[src/rtl/llc_arb_pkg.sv]
// rtl/llc_arb_pkg.sv - shared types for the icache/dcache memory-path arbiter
package llc_arb_pkg;

   typedef enum logic [1:0] {
      IDLE    = 2'd0,
      GNT_I   = 2'd1,
      GNT_D   = 2'd2,
      RELEASE = 2'd3
   } arb_state_t;

   typedef enum logic {
      REQ_I = 1'b0,
      REQ_D = 1'b1
   } requester_t;

endpackage : llc_arb_pkg

[src/rtl/llc_mem_arbiter.sv]
// rtl/llc_mem_arbiter.sv - round-robin icache/dcache arbiter for the cacheline adaptor path
module llc_mem_arbiter
   import llc_arb_pkg::*;
#(
   parameter int ADDR_W = 32,
   parameter int LINE_W = 256
) (
   input  logic              clk,
   input  logic              reset,
   input  logic              i_read,
   input  logic [ADDR_W-1:0] i_addr,
   output logic [LINE_W-1:0] i_rdata,
   output logic              i_resp,
   input  logic              d_read,
   input  logic              d_write,
   input  logic [ADDR_W-1:0] d_addr,
   input  logic [LINE_W-1:0] d_wdata,
   output logic [LINE_W-1:0] d_rdata,
   output logic              d_resp,
   output logic              m_read,
   output logic              m_write,
   output logic [ADDR_W-1:0] m_addr,
   output logic [LINE_W-1:0] m_wdata,
   input  logic [LINE_W-1:0] m_rdata,
   input  logic              m_resp
);

   arb_state_t r_state;
   requester_t r_last_gnt;
   arb_state_t w_next_state;
   requester_t w_next_last_gnt;
   logic       w_i_req;
   logic       w_d_req;

   assign w_i_req = i_read;
   assign w_d_req = d_read | d_write;

   // Read data is broadcast to both caches; only the matching resp qualifies it.
   assign i_rdata = m_rdata;
   assign d_rdata = m_rdata;

   // State and fairness pointer; last_gnt resets to D so the icache wins the first tie.
   always_ff @(posedge clk or posedge reset) begin
      if (reset) begin
         r_state    <= IDLE;
         r_last_gnt <= REQ_D;
      end else begin
         r_state    <= w_next_state;
         r_last_gnt <= w_next_last_gnt;
      end
   end

   // Next-state selection and request/response muxing onto the shared adaptor port.
   always_comb begin
      w_next_state    = r_state;
      w_next_last_gnt = r_last_gnt;
      m_read          = 1'b0;
      m_write         = 1'b0;
      m_wdata         = '0;
      i_resp          = 1'b0;
      d_resp          = 1'b0;
      // Address is a don't-care when no one holds the grant; pick the side that would win a tie.
      m_addr          = (r_last_gnt == REQ_D) ? i_addr : d_addr;

      unique case (r_state)
         IDLE: begin
            if (w_i_req && w_d_req) begin
               w_next_state = (r_last_gnt == REQ_D) ? GNT_I : GNT_D;
            end else if (w_i_req) begin
               w_next_state = GNT_I;
            end else if (w_d_req) begin
               w_next_state = GNT_D;
            end
         end
         GNT_I: begin
            m_read = 1'b1;
            m_addr = i_addr;
            if (m_resp) begin
               i_resp          = 1'b1;
               w_next_last_gnt = REQ_I;
               w_next_state    = RELEASE;
            end
         end
         GNT_D: begin
            // A simultaneous read and write is illegal from the dcache; the read wins.
            m_read  = d_read;
            m_write = d_write & ~d_read;
            m_addr  = d_addr;
            m_wdata = d_wdata;
            if (m_resp) begin
               d_resp          = 1'b1;
               w_next_last_gnt = REQ_D;
               w_next_state    = RELEASE;
            end
         end
         RELEASE: begin
            // One dead cycle so the adaptor sees its request drop before any new grant.
            w_next_state = IDLE;
         end
         default: begin
            w_next_state = IDLE;
         end
      endcase
   end

endmodule : llc_mem_arbiter

[config.mk]
export PLATFORM = sky130hd
export DESIGN_NAME = llc_mem_arbiter
export DESIGN_NICKNAME = d
export VERILOG_FILES = /design/src/rtl/llc_arb_pkg.sv /design/src/rtl/llc_mem_arbiter.sv
export SDC_FILE = /design/constraint.sdc
export NUM_CORES = 1
export LEC_CHECK = 0
export CAP_MARGIN = 20
export CORE_AREA = 2 2 546 548
export CTS_BUF_LIST = sky130_fd_sc_hd__clkbuf_2 sky130_fd_sc_hd__clkbuf_4 sky130_fd_sc_hd__clkbuf_8
export DETAILED_ROUTE_END_ITERATION = 6
export DIE_AREA = 0 0 548 550
export SLEW_MARGIN = 20
export SYNTH_ARGS = -nofsm -noshare
export SYNTH_HDL_FRONTEND = slang
export SYNTH_SLANG_ARGS = --single-unit
[constraint.sdc]
create_clock -name clk -period 3.95 [get_ports clk]
set_clock_uncertainty 0.1 [all_clocks]
set_input_delay 0.5925 -clock clk [delete_from_list [all_inputs] [get_ports clk]]
set_output_delay 0.5925 -clock clk [all_outputs]
set_load 0.005 [all_outputs]
* Word level (Yosys, flattened, before mapping)
Index checks and enable logic that the tools add are counted.
** Storage, ports and cells
- Flip-flop bits (word level) :: 3
- Input bits :: 582
- Output and inout port bits :: 804
** Operators by class
- Equality and inequality tests :: 7
- Mux-type cells :: 17
- Bitwise logic cells :: 3
- Reductions and logical operators :: 6
** Operators with widths (number)
- 2-to-1 mux 256 bit :: 1
- one-hot mux 32 bit (2 select lines) :: 1
- 2-to-1 mux 32 bit :: 1
- 2-to-1 mux 2 bit :: 5
- 2-to-1 mux 1 bit :: 6
- one-hot mux 2 bit (3 select lines) :: 1
- equality test 2 bit (second input constant) :: 2
- inequality test 2 bit (second input constant) :: 2
- inequality test 4 bit (second input constant) :: 1
- one-hot mux 1 bit (2 select lines) :: 2
- AND reduction 3 bit :: 1
- equality test 2 x 1 -> 1 bit (second input constant) :: 1
- logical NOT 2 bit :: 1
- inequality test 2 x 1 -> 1 bit (second input constant) :: 1
- AND reduction 2 bit :: 1
- nonzero test 2 bit :: 1
- OR reduction 2 bit :: 1
- bitwise AND 1 bit :: 1
- logical AND 1 bit :: 1
- inverter 1 bit :: 1
- OR 1 bit :: 1

* Longest topological paths before layout
- Depth in word-level cells :: 5
- Mapped depth :: 7
- Depth with buffers taken out :: 5

* Least setup slack after synthesis
Ideal clock, no wire load.
- Path type :: register to output
- From :: reg r_state[1]
- To :: out m_addr[4]
- Arrival time :: 1.316 ns
- Data required time :: 3.257 ns
- Slack :: 1.942 ns
- Stages on the path, launching flop included :: 5
- Buffers on the path :: 0
- Cell sequence :: dfrtp_1 -> inv_1 -> ha_1 -> mux2_2 -> a22o_1
** Between the ends
- Word-level cells in the longest chain between the ends :: 2
- Elaborated cells on any way between the ends :: 3
** Ends and longest elaborated chain
- from (decl) :: RTL line llc_mem_arbiter.sv:28 : arb_state_t r_state;
- from (signal assigned) :: RTL line llc_mem_arbiter.sv:48 : r_state <= w_next_state;
- equality test 2 bit or equality test 2 x 1 -> 1 bit (tied branches) :: RTL line llc_mem_arbiter.sv:65 : unique case (r_state)
- one-hot mux 32 bit (2 select lines) * :: RTL line llc_mem_arbiter.sv:65
- to (decl) :: RTL line llc_mem_arbiter.sv:22 : output logic [ADDR_W-1:0] m_addr,
Mark *: on every way between the ends. The rest lies on a longest branch, timed or not.

* Worst setup path after layout
- From :: reg r_state[0]
- To :: out m_addr[23]
Same word-level chain as after synthesis.

==> impl_metrics.env <==
export IMPL_hpwl_mm=216
export IMPL_vias=7511
export IMPL_worst_setup_path_end_kind="primary output"
export IMPL_tightest_slew_ps=814
export IMPL_syn_area_um2=6930
export IMPL_ys_seq_area_share_pct=1.10
export IMPL_power_total_uw=7050
export IMPL_final_antenna_net_count=0
export IMPL_pin_count=1386
export IMPL_swShare_pct=53.6
export IMPL_r2r_slack_ps=2000
export IMPL_stdcell_count=4990
export IMPL_cp_start_kind="register"
export IMPL_viasPerCell=1.51
export IMPL_holdCritPathClass="in2async"
export IMPL_fmax_ghz=0.307
export IMPL_hold_viol_final=0
export IMPL_ctsResizeCount=0
export IMPL_worstSetupPathType="reg2out"
export IMPL_cts_tree="yes"
export IMPL_initial_core_util_pct=2.34
export IMPL_fin_crit_ps=3260
export IMPL_cell_internal_pwr_uw=3270
export IMPL_grt_usage_pct=14.1
export IMPL_p_seq_share_pct=1.2
export IMPL_synthCells=939
export IMPL_crit_fanout=55
export IMPL_max_cap_violations=0
export IMPL_finalMaxSlewViolations=0
export IMPL_p_sw_uw=3780
export IMPL_layout_common_cells="607 x clkdlybuf4s50_1, 257 x and2_1, 32 x mux2i_1, 32 x a21oi_1, 28 x a221oi_2"
export IMPL_p_per_area_nw_per_um2=497
export IMPL_die_x_um=548
export IMPL_clk_pin_slew_ps=30
export IMPL_postCtsSetupBuffers=0
export IMPL_wl_per_cell_um=44.4
export IMPL_clock_latency_ps=220
export IMPL_dr_pass1_iters=4
export IMPL_areaGrowthSynthToFinish_pct=105
export IMPL_io_buffers=617
export IMPL_core_area_um2=296000
export IMPL_finalSetupViolCount=0
export IMPL_hold_slack_ps=481
export IMPL_syn_nets=1525
export IMPL_combPwrFrac_pct=97.4
export IMPL_antenna_found_initial=200
export IMPL_avgSynthCellArea_um2=7.38
export IMPL_clockBufferDepth=2
export IMPL_multi_input_area_um2=2710
export IMPL_htreeDepth=1
export IMPL_drc=0
export IMPL_cts_buffers=3
export IMPL_grt_pass1_vias=6669
export IMPL_ys_warn_count=0
export IMPL_cts_sinks=3
export IMPL_grt_max_degree=87
export IMPL_dieArea_um2=301000
export IMPL_drive_above_1_share_pct=5.55
export IMPL_rsz0062_at_grt="no"
export IMPL_root_buffer="clkbuf_8"
export IMPL_ir_drop_v=0.000364
export IMPL_cp_data_arrival_time_ps=2570
export IMPL_power_static_leakage_uw=0.00367
export IMPL_fin_tns_setup_ps=0
export IMPL_core_rowCount=200
export IMPL_min_period_over_period_pct=82.6
export IMPL_final_area_um2=14200
export IMPL_drt_iter0_markers=205
export IMPL_gp_congestion=0.743
export IMPL_ys_ff_latch=3
export IMPL_synth_cell_type_count=26
export IMPL_fin_nets=1596
export IMPL_seqCellArea_um2=76.3
export IMPL_run_status="complete, no violations"
export IMPL_async_reset_ff_share_pct=100
export IMPL_slew_headroom_pct=45.5
export IMPL_layout_commonest_cell="clkdlybuf4s50_1"
export IMPL_clkPwrFrac_pct=1.4
export IMPL_die_h_um=550
export IMPL_grt_pass1_wl_mm=239
export IMPL_synth_edf_count=0
export IMPL_placed_cells=4944
export IMPL_totalWireLength_mm=222
export IMPL_cp_required_ps=3260
export IMPL_placed_area_um2=14000
export IMPL_synthFlopType="dfrtp_1"
export IMPL_cts_hold_buffers_added=0
export IMPL_fill_cells=34900
export IMPL_grt_overflow=0
==> critical path, stage by stage (launching register included) <==
cell and delay [ps]:
dfrtp_1 390, inv_1 170, ha_1 320, clkinv_2 190, buf_12 260, a221oi_2 60, a21oi_1 270, clkdlybuf4s50_1 600
==> path summary, 6_finish.rpt <==
check	from	end	depth (start not counted)
setup / recovery	r_state[0]$_DFFE_PP0P_	m_addr[23]	7
hold / removal	reset	r_state[0]$_DFFE_PP0P_	2
setup reg to reg	r_state[0]$_DFFE_PP0P_	r_state[1]$_DFFE_PP0P_	5
hold reg to reg	r_state[1]$_DFFE_PP0P_	r_state[1]$_DFFE_PP0P_	1
max in group asynchronous	reset	r_last_gnt$_DFFE_PP1P_	2
min in group clk	r_state[1]$_DFFE_PP0P_	r_state[1]$_DFFE_PP0P_	1
==> layout make-up <==
cell class / count / share of cell area [%]
flip-flops and latches: 3 / 0.538
repair buffers: 625 / 44.4
well taps: 3939 / 34.7
inverters: 5 / 0.141
diodes: 42 / 0.741
clock buffers: 4 / 0.344
multi-input cells: 372 / 19.1
==> registers in the layout, summed over array words and instances (netlist names) <==
name	cells
r_last_gnt	1
r_state	2
==> kinds of logic after synthesis <==
family	after synthesis	synth area share, %
buffers and inverters	564	60.0
adder cells (fa/ha/maj)	4	0.722
multiplexers	34	4.95
AND/OR/NAND/NOR	265	23.8
AO/OA/AOI/OAI	69	9.45
flip-flops	3	1.10
==> through the flow <==
stage / setup WS [ps] / utilization (%)
final: 689 / 4.80
after global routing: 544 / 4.77
after CTS: 590 / 4.77
after detailed placement: 824 / 4.75
after global placement: 896 / 4.75
after floorplan: 1940 / -
==> power groups by stage <==
stage | logic (uW) | clock network (uW) | registers, uW
2_1_floorplan | 2730 | 0 | 58.7
3_3_place_gp | 7220 | 0 | 84.0
3_5_place_dp | 7250 | 0 | 87.2
4_1_cts | 7270 | 98.4 | 86.9
5_1_grt | 7460 | 99.8 | 90.0
6_report | 6870 | 95.3 | 86.4
==> cells in the mapped netlist, types with 3 or more instances <==
cell        n  area, um2
and2_1    257       1610
mux2i_1    32        320
a221oi_1    3       26.3
clkbuf_2    9       45.0
buf_6      10        113
clkbuf_1   17       63.8
a21oi_1    32        160
inv_1       4       15.0
buf_2       5       25.0
a221oi_2   28        420
ha_1        4       50.1
buf_4     518       3890
==> metal layers <==
metal | wire [um] | up-vias | part of all wire [%] | track usage [%]
met2 | 97800 | 1456 | 44 | 22.5
met1 | 42500 | 2831 | 19 | 7.76
met5 | 748 | - | 0.34 | 0
met3 | 72400 | 470 | 33 | 21.6
met4 | 8450 | 116 | 3.8 | 4.03
li1 | - | 2638 | - | -
Note: power is estimated with default switching activity, not from simulation.
==> RTL edit 1, RTL diff (config.mk and constraints unchanged) <==
Make the reset (`reset`) synchronous in one clocked block.
--- a/src/rtl/llc_mem_arbiter.sv
+++ b/src/rtl/llc_mem_arbiter.sv
@@ -40,7 +40,7 @@
    assign d_rdata = m_rdata;
 
    // State and fairness pointer; last_gnt resets to D so the icache wins the first tie.
-   always_ff @(posedge clk or posedge reset) begin
+   always_ff @(posedge clk) begin
       if (reset) begin
          r_state    <= IDLE;
          r_last_gnt <= REQ_D;
Check against the original RTL: not settled (the Yosys comparison gave no result); the edit may change what the design does.
==> RTL edit 1 against the unedited design <==
- power down 19%
- worst setup slack worse by 0.32 ns
- die area is the same
- wire length fell by 3.8%
- combinational power decreased by 20%
- count of clock-buffer cells in the layout did not move
- area after synthesis down 2.1%
- final area fell by 0.66%
- first-iteration DRC count grew 28%
- clock power up 4.0%
- non-clock buffer count is 10 higher
- via count grew 5.0%
- sequential cell count is the same
==> RTL edit 1: results <==
export IMPL_nFillCells=34961
export IMPL_ys_warn_count=0
export IMPL_synthDistinctLibCells=28
export IMPL_syn_instance_count=975
export IMPL_gp_congestion=0.875
export IMPL_synth_area_leaders="buf_4 (57%), and2_1 (24%), a211oi_1 (3.4%), a22oi_1 (3.4%), nor2b_1 (2.6%)"
export IMPL_post_place_ws_ns=0.236
export IMPL_crit_arrival_ns=2.89
export IMPL_first_global_vias=6968
export IMPL_final_layout_size_suffix_gt1_frac=0.0609
export IMPL_fin_area_mm2=0.0141
export IMPL_track_usage=0.135
export IMPL_cts_path_max_buffers=2
export IMPL_synth_seq_area_share=0.00886
export IMPL_rr_worst_depth=5
export IMPL_synth_fa_ha_area_frac=0.00738
export IMPL_p_leak_nw=3.55
export IMPL_synth_ff_type="dfxtp_1"
export IMPL_routedWlPerCell_um=42.5
export IMPL_cts_setup_buffers=0
export IMPL_dr_total_vias=7889
export IMPL_async_flop_share=0
export IMPL_final_nets=1638
export IMPL_crit_fanout=4
export IMPL_cts_resized_gates=1
export IMPL_vdd_drop_max_mv=0.419
export IMPL_hp_class="reg2reg"
export IMPL_grt_antenna_before_repair=194
export IMPL_status="finished clean"
export IMPL_synth_area_mux_share=0.00314
export IMPL_synth_commonest_cells="buf_4 (512), and2_1 (257), a21oi_1 (32), clkbuf_1 (32)"
export IMPL_dp_cells=4986
export IMPL_dp_hpwl_um=206000
export IMPL_clk_pin_slew_worst_paths_ns=0.03
export IMPL_synth_compound_area_share=0.105
export IMPL_drt_iter0_drc=263
export IMPL_grt_pass1_wl_um=231000
export IMPL_htree_levels=1
export IMPL_grt_start_max_net_pins=76
export IMPL_routed_via_density=1.57
export IMPL_relSlewSlack=0.460
## RTL edit 1: changes by cell type after synthesis, moves of 5 or more
cell	delta
and2b_1	+5
a22oi_1	+31
a221oi_2	-28
clkbuf_2	-9
buf_4	-6
mux2i_1	-31
nor2b_1	+27
buf_6	-8
buf_2	+10
a211oi_1	+31
clkbuf_1	+15
## RTL edit 1: final cells by class
class | count | area [um2] | share of cell area
well taps | 3939 | 4930 | 0.350
diodes | 33 | 82.6 | 0.00586
repair buffers | 635 | 6280 | 0.445
clock buffers | 4 | 48.8 | 0.00346
flip-flops and latches | 3 | 63.8 | 0.00453
multi-input cells | 406 | 2680 | 0.190
inverters | 3 | 11.3 | 0.000799
## RTL edit 1: report_power, final
group,switching [mW],internal [mW],total (mW)
combinational,2.92,2.57,5.49
clock,0.0232,0.0759,0.0991
sequential,0.0518,0.0431,0.0949
## RTL edit 1: path summary, 6_finish.rpt
path         startpoint          to  slack [ns]
max reg2reg  r_state[0]  r_state[1]        1.96
max              d_read      m_read        0.37
min          r_state[1]  r_state[1]        0.47
min reg2reg  r_state[1]  r_state[1]        0.47
## RTL edit 1: routing by layer
metal,share of wire,track usage,routed length (um),vias up
li1,-,-,-,2751
met1,0.18,0.0704,39200,2982
met2,0.42,0.205,88800,1511
met3,0.36,0.228,75800,537
met4,0.041,0.0381,8750,108
met5,0.0032,0,688,-
## RTL edit 1: kinds of logic (layout without fill, tap and decap cells)
kind of cell | after synthesis | count (layout)
and+or+nand+nor | 296 | 296
AOI/OAI and AO/OA | 104 | 104
other | 0 | 33
adders and majority gates | 4 | 4
buffers and inverters | 566 | 642
muxes | 2 | 2
DFF | 3 | 3
## RTL edit 1: worst max-delay path, stage by stage
cell	delay, ns
clkdlybuf4s50_1	0.79
a21oi_1	0.21
nor2b_1	0.58
clkdlybuf4s50_1	0.69
==> RTL edit 2, RTL diff (config.mk and constraints unchanged) <==
Without the edit above. The parameter `LINE_W` goes from 256 to 128.
--- a/src/rtl/llc_mem_arbiter.sv
+++ b/src/rtl/llc_mem_arbiter.sv
@@ -3,7 +3,7 @@
    import llc_arb_pkg::*;
 #(
    parameter int ADDR_W = 32,
-   parameter int LINE_W = 256
+   parameter int LINE_W = 128
 ) (
    input  logic              clk,
    input  logic              reset,
Interface: changed (5 resized); port bits go from 1386 to 746. No check against the original RTL was run, so the function may have changed too.
==> RTL edit 2 against the unedited design <==
- final area shrank 24%
- count of clock-buffer cells in the layout is the same
- sequential share of layout area grew 0.17 points
- largest power group unchanged
- worst setup slack lost 0.39 ns
- wire length shrank 36%
- register-to-register slack lost 0.09 ns
- power shrank 12%
- sequential power grew 13%
- sequential cell count is the same
- critical path depth grew 1
- synthesized cell count shrank 42%
- cell count shrank 7.6%
- area after synthesis shrank 40%
==> RTL edit 2: results <==
export IMPL_synthDistinctLibCells=27
export IMPL_dr_total_vias=4811
export IMPL_p_leak_nw=2.35
export IMPL_vdd_drop_max_mv=0.378
export IMPL_crit_fanout=33
export IMPL_largestRegisters="r_state x2, r_last_gnt x1"
export IMPL_synth_area_leaders="buf_4 (48%), and2_1 (20%), a221oi_2 (10%), mux2i_1 (7.7%), a21oi_1 (3.9%)"
export IMPL_synth_ff_type="dfrtp_1"
export IMPL_drt_iter0_drc=157
export IMPL_nFillCells=35109
export IMPL_synth_nets=871
export IMPL_crit_arrival_ns=2.96
export IMPL_routed_via_density=1.04
export IMPL_gp_congestion=0.652
export IMPL_synth_seq_area_share=0.0185
export IMPL_final_layout_size_suffix_gt1_frac=0.109
export IMPL_synth_commonest_cells="buf_4 (262), and2_1 (129), a21oi_1 (32), mux2i_1 (32), a221oi_2 (28)"
export IMPL_dp_cells=4561
export IMPL_rr_worst_depth=5
export IMPL_postSynthAreaPerCell_um2=7.64
export IMPL_track_usage=0.0918
export IMPL_tightest_slew_ns=0.661
export IMPL_htree_levels=1
export IMPL_cts_setup_buffers=0
export IMPL_async_flop_share=1.00
export IMPL_hp_class="in2async"
export IMPL_post_place_ws_ns=0.500
export IMPL_crit_slowest_cell="a21oi_1"
export IMPL_routedWlPerCell_um=31.0
export IMPL_largest_register_ffs=2
export IMPL_crit_family="buffers and inverters"
export IMPL_grt_antenna_before_repair=175
export IMPL_dp_hpwl_um=140000
export IMPL_post_dp_cell_area_mm2=0.0106
export IMPL_finalSetupTns_ns=0
export IMPL_ys_warn_count=0
export IMPL_cts_path_max_buffers=2
export IMPL_final_nets=957
export IMPL_grt_pass1_wl_um=153000
export IMPL_worstSkewPairLatency_ns=0.22
export IMPL_cpPeakStageDelay_ns=0.50
export IMPL_cts_buffers=3
export IMPL_grt_start_max_net_pins=67
export IMPL_first_pass_iters=4
export IMPL_intPower_mw=2.28
export IMPL_first_global_vias=4346
export IMPL_clk_pin_slew_worst_paths_ns=0.03
export IMPL_cts_resized_gates=0
export IMPL_cts_root_buffer="clkbuf_8"
export IMPL_io_buffers=361
export IMPL_status="finished clean"
RTL edit 2: power groups by stage:
stage | logic, mW | clock network, mW | registers [mW]
after global placement | 6.18 | 0 | 0.0970
after floorplan | 2.05 | 0 | 0.0587
final | 5.99 | 0.0960 | 0.0974
after global routing | 6.50 | 0.101 | 0.100
after detailed placement | 6.20 | 0 | 0.0978
after CTS | 6.23 | 0.0987 | 0.0984
RTL edit 2: layout make-up:
class	instances	area, um2	area share
diodes	47	118	0.0109
clock buffers	4	48.8	0.00453
flip-flops and latches	3	76.3	0.00709
repair buffers	370	3670	0.340
inverters	5	18.8	0.00174
multi-input cells	244	1910	0.178
well taps	3939	4930	0.458
RTL edit 2: cells by family (layout without fill, tap and decap cells):
group                    Yosys count  count (layout)  synth area share
AO/OA/AOI/OAI                     69              69             0.158
flip-flops                         3               3            0.0185
adder cells (fa/ha/maj)            4               4            0.0121
multiplexers                      34              34            0.0829
buffers and inverters            294             379             0.523
AND/OR/NAND/NOR                  137             137             0.205
other                              0              47                 0
RTL edit 2: path summary, 6_finish.rpt:
| path | startpoint | to | slack, ns |
|---|---|---|---|
| setup / recovery | r_state[0] | m_addr[7] | 0.30 |
| hold / removal | reset | r_state[0] | 0.49 |
| setup reg to reg | r_state[0] | r_state[1] | 1.91 |
| hold reg to reg | r_state[1] | r_state[1] | 0.51 |
| max in group asynchronous | reset | r_last_gnt | 3.02 |
| min in group clk | r_state[1] | r_state[1] | 0.51 |
RTL edit 2: routing by layer:
| metal | part of all wire | global-route usage |
|---|---|---|
| met1 | 0.21 | 0.0555 |
| met2 | 0.47 | 0.158 |
| met3 | 0.30 | 0.126 |
| met4 | 0.026 | 0.00945 |
| met5 | 0.00080 | 0.00391 |
